--- config.mk ---
export PLATFORM = sky130hd
export DESIGN_NAME = flag_trap_ctrl
export DESIGN_NICKNAME = d
export VERILOG_FILES = /design/src/rtl/flag_trap_ctrl.sv
export SDC_FILE = /design/constraint.sdc
export NUM_CORES = 1
export LEC_CHECK = 0
export CORE_MARGIN = 2
export CORE_UTILIZATION = 48
export DETAILED_ROUTE_END_ITERATION = 8
export PLACE_DENSITY = 0.84
export SYNTH_ARGS = -nofsm -noshare
export SYNTH_HDL_FRONTEND = slang
export SYNTH_SLANG_ARGS = --single-unit
--- constraint.sdc ---
create_clock -name clk -period 3.1 [get_ports clk]
set_input_delay 0.775 -clock clk [delete_from_list [all_inputs] [get_ports clk]]
set_output_delay 0.775 -clock clk [all_outputs]
set_load 0.02 [all_outputs]
--- src/rtl/flag_trap_ctrl.sv ---
// flag_trap_ctrl: turns rising edges of latched status flags into prioritised
// trap requests (req/ack/done). Build option: TRAP_TIMEOUT_EN adds an ack-timeout fault.
module flag_trap_ctrl #(
  parameter int unsigned ACK_TIMEOUT = 16,
  parameter int unsigned TW          = 5
) (
  input  logic        clk,
  input  logic        rst,
  input  logic        dzf,
  input  logic        dsf,
  input  logic        dof,
  input  logic        duf,
  input  logic        dcffw,
  input  logic        dcfhl,
  input  logic        dcfhh,
  input  logic        ddf,
  input  logic        dhwf,
  input  logic        dsrf,
  input  logic        dmvf,
  input  logic        dmcf,
  input  logic        dtf,
  input  logic        mask_we,
  input  logic [5:0]  mask_in,
  input  logic        trap_ack,
  input  logic        trap_done,
  output logic        trap_req,
  output logic [2:0]  trap_cause,
  output logic [12:0] trap_snap,
  output logic [5:0]  pending,
  output logic        busy,
  output logic        timeout
);

  // state     | meaning
  // S_IDLE    | no trap outstanding; takes the highest-priority pending source
  // S_REQ     | trap_req high, waiting for trap_ack
  // S_SERVICE | control unit servicing the trap, waiting for trap_done
  typedef enum logic [1:0] {
    S_IDLE    = 2'd0,
    S_REQ     = 2'd1,
    S_SERVICE = 2'd2
  } state_t;

  if (2 ** TW <= ACK_TIMEOUT) begin : g_tw_check
    $error("flag_trap_ctrl: TW too narrow for ACK_TIMEOUT");
  end

  state_t      state_q, state_d;
  logic [5:0]  src_w;
  logic [12:0] flags_w;
  logic [5:0]  prev_q, prev_d;
  logic [5:0]  mask_q, mask_d;
  logic [5:0]  pending_q, pending_d;
  logic [5:0]  rise_w;
  logic [5:0]  clr_vec;
  logic [2:0]  cause_q, cause_d;
  logic [2:0]  cause_sel;
  logic [12:0] snap_q, snap_d;
  logic        take_w;
  logic        done_evt;
  logic        ack_expired;

  // Source order matches mask_in / pending: {mcf,mvf,df,of,uf,tf}
  assign src_w   = {dmcf, dmvf, ddf, dof, duf, dtf};
  assign flags_w = {dtf, dmcf, dmvf, dsrf, dhwf, ddf, dcfhh, dcfhl, dcffw, duf, dof, dsf, dzf};

  assign take_w   = (state_q == S_IDLE) && (|pending_q);
  assign done_evt = (state_q == S_SERVICE) && trap_done;

  always_comb begin
    cause_sel = 3'd0;
    if (pending_q[5])      cause_sel = 3'd1;
    else if (pending_q[4]) cause_sel = 3'd2;
    else if (pending_q[3]) cause_sel = 3'd3;
    else if (pending_q[2]) cause_sel = 3'd4;
    else if (pending_q[1]) cause_sel = 3'd5;
    else if (pending_q[0]) cause_sel = 3'd6;
  end

  // Cause c maps to pending bit 6-c
  always_comb begin
    clr_vec = '0;
    for (int i = 0; i < 6; i++) begin
      if (cause_q == 3'(6 - i)) clr_vec[i] = done_evt;
    end
  end

  // A fresh edge on the bit being cleared wins over the clear
  always_comb begin
    rise_w    = src_w & ~prev_q & mask_q;
    pending_d = (pending_q & ~clr_vec) | rise_w;
    prev_d    = src_w;
    mask_d    = mask_we ? mask_in : mask_q;
    cause_d   = cause_q;
    snap_d    = snap_q;
    if (take_w) begin
      cause_d = cause_sel;
      snap_d  = flags_w;
    end
  end

  always_ff @(posedge clk) begin
    if (rst) begin
      prev_q    <= '0;
      mask_q    <= '1;
      pending_q <= '0;
      cause_q   <= '0;
      snap_q    <= '0;
    end else begin
      prev_q    <= prev_d;
      mask_q    <= mask_d;
      pending_q <= pending_d;
      cause_q   <= cause_d;
      snap_q    <= snap_d;
    end
  end

`ifdef TRAP_TIMEOUT_EN
  logic [TW-1:0] cnt_q, cnt_d;
  logic          timeout_q, timeout_d;

  // Counter idles at zero outside REQ, so it is clear on every REQ entry
  assign ack_expired = (state_q == S_REQ) && (cnt_q == TW'(ACK_TIMEOUT - 1));
  assign cnt_d       = (state_q == S_REQ) ? cnt_q + 1'b1 : '0;
  assign timeout_d   = timeout_q | (ack_expired & ~trap_ack);

  always_ff @(posedge clk) begin
    if (rst) begin
      cnt_q     <= '0;
      timeout_q <= 1'b0;
    end else begin
      cnt_q     <= cnt_d;
      timeout_q <= timeout_d;
    end
  end

  assign timeout = timeout_q;
`else
  assign ack_expired = 1'b0;
  assign timeout     = 1'b0;
`endif

  always_ff @(posedge clk) begin
    if (rst) state_q <= S_IDLE;
    else     state_q <= state_d;
  end

  always_comb begin
    state_d = state_q;
    unique case (state_q)
      S_IDLE:    if (|pending_q) state_d = S_REQ;
      S_REQ: begin
        if (trap_ack)         state_d = S_SERVICE;
        else if (ack_expired) state_d = S_IDLE;
      end
      S_SERVICE: if (trap_done) state_d = S_IDLE;
      default:   state_d = S_IDLE;
    endcase
  end

  always_comb begin
    trap_req   = (state_q == S_REQ);
    busy       = (state_q != S_IDLE);
    trap_cause = (state_q != S_IDLE) ? cause_q : 3'd0;
    trap_snap  = snap_q;
    pending    = pending_q;
  end

endmodule

==> flow_summary.ini <==
[run_status]
outcome = complete, but fails checks
violations = DRC

[cells_and_area]
fillCellCount = 224
area_delta_synth_final_pct = 36.8
multi_input_area_um2 = 663
antennaDiodeCount = 0
seqCellArea_um2 = 721
drive_gt1_share_pct = 7.22
final_nets = 217

[sta]
worst_slew_pin_slew_ns = 0.668
setup_slack_ns = 0.603
clock_skew_ns = 0.00531
finalSetupViolCount = 0
period_needed_ns = 2.50
slew_headroom_pct = 55.3
fin_tns_setup_ns = 0
slew_violations = 0
max_freq_mhz = 401
hold_ws_ns = 0.472
final_hold_viol_count = 0
rsz0062_at_grt = false
post-route-period-util_pct = 80.5

[global_routing]
grt-ovfl-total = 0
first_global_vias = 1185
grt_antenna_before_repair = 0
grt_util_all_layers_pct = 19.0
grt_pass1_wl_mm = 5.03
grt_max_degree = 24

[die]
die_y_um = 58.7
fp.dieArea_mm2 = 0.00345
core_area_mm2 = 0.00281
initial_core_util_pct = 51.2
die_w_um = 58.7
rows = 19
ios = 49

[place]
dp_hpwl_mm = 2.25
port_buffers = 47
gp_congestion = 0.785
post-place-ws_ns = 0.960

[cts]
clk_pin_slew_ns = 0.10
htreeDepth = 2
clock-root-buffer = clkbuf_4
clock_sinks = 36
post-cts-setup-buffers = 0
worst_skew_pair.late_latency_ns = 0.33
cts_tree = yes
cts_hold_buffers = 0
post_cts_resized = 0
cts_buffers = 5
cts_max_path_buffers = 2

[critical_path]
setup.worst_path.class = flop to primary output
path_max_fanout = 7
endpoint_kind = primary output
cp_data_required_time_ns = 2.32
arrival_ns = 1.72
worstSetupStartpointType = flop

[pwr]
worst_ir_drop_vdd_mv = 0.328
p_per_area_mw_per_mm2 = 557
power_mw = 1.10
p_leak_nw = 0.782

[route]
wl_mm = 2.99
firstDrtPassIters = 6
drc = 2
drtIter0Drc = 26
viasPerCell = 5.10
wl_per_cell_um = 13.3
vias = 1147
drtAntennaViolNets = 0

[synth]
ys_seq_area_share_pct = 50.1
netlist_area_mm2 = 0.00144
post_synth.cell_area_avg_um2 = 9.91
synth.distinct_cells = 22
ys_ff_latch = 36
ys.warnings.count = 0
syn_nets = 169
synthCells = 145

[flow_run]
max_cap_violations = 0

[hold_path]
hold_class = flop to flop
where the power goes:
group,switching [mW],internal (mW)
clock network,0.143,0.112
logic,0.141,0.156
registers,0.0333,0.511
state kept, by name (all words and copies together), names as in the netlist:
name and flops:
cause_q 3, mask_q 6, pending 6, prev_q 6
state_q 2, trap_snap 13
worst max-delay path: stages, from the launching register on:
cell and delay, ns:
dfxtp_1 0.35, nor2_1 0.40, nor2b_1 0.09, clkdlybuf4s50_1 0.55
cell usage in the layout (no fill, tap or decap), types with 5 or more instances in the layout:
cell / count
o21ai_0: 5
a21oi_1: 8
clkdlybuf4s50_1: 47
mux2_2: 6
nand3b_1: 6
mux2i_1: 15
nor2b_1: 17
nand2_1: 23
clkbuf_4: 5
dfxtp_1: 36
worst paths after layout:
check / endpoint / slack (ns) / from / cells past startpoint
setup / recovery: trap_cause[2] / 0.60 / state_q[0] / 3
hold / removal: trap_snap[8] / 0.47 / trap_snap[8] / 2
setup reg to reg: trap_snap[3] / 1.19 / pending[2] / 3
hold reg to reg: trap_snap[8] / 0.47 / trap_snap[8] / 2
logic make-up (layout without fill, tap and decap cells):
logic type / Yosys count / in the layout / share of synthesized area (%)
AO/OA/AOI/OAI: 19 / 19 / 8.27
buffers and inverters: 9 / 58 / 3.74
flip-flops: 36 / 36 / 50.1
multiplexers: 21 / 21 / 15.1
other: 1 / 1 / 0.261
AND/OR/NAND/NOR: 59 / 59 / 22.5
per-layer routing:
metal | up-vias | global-route usage [%] | wire length (µm)
li1 | 584 | - | -
met1 | 521 | 22.5 | 1320
met2 | 37 | 33.2 | 1480
met3 | 5 | 4.62 | 161
met4 | 0 | 7.14 | 29
met5 | - | 0 | 0
metrics by stage:
stage / instance area [µm²] / cells / utilization, %
6_report: 1970 / 225 / 70.1
5_1_grt: 1970 / 225 / 70.1
4_1_cts: 1970 / 225 / 70.1
3_5_place_dp: 1910 / 217 / 68.0
3_3_place_gp: 1910 / 217 / 68.0
2_1_floorplan: 1440 / 145 / -
synthesized netlist by cell type:
cell type	number	area, µm²
clkbuf_1	5	18.8
nor2_1	3	11.3
a211oi_1	2	15.0
nand2b_1	3	18.8
nand3b_1	6	45.0
inv_1	2	7.51
mux2_2	6	67.6
nor2b_1	17	106
o31ai_1	3	22.5
nor3b_1	3	22.5
dfxtp_1	36	721
nand4bb_1	1	11.3
buf_12	1	20.0
conb_1	1	3.75
nand4b_1	1	8.76
or3_1	2	12.5
buf_4	1	7.51
o21ai_0	5	25.0
o21ai_4	1	16.3
nand2_1	23	86.3
mux2i_1	15	150
a21oi_1	8	40.0
area by class of cell:
cell class                      count  area share, %
Sequential cell                    36           36.6
Multi-Input combinational cell    100           33.7
Timing Repair Buffer               48           24.3
Clock buffer                        8           2.99
Tap cell                           31           1.97
Inverter                            2          0.382
(Power assumes the default switching activity.)
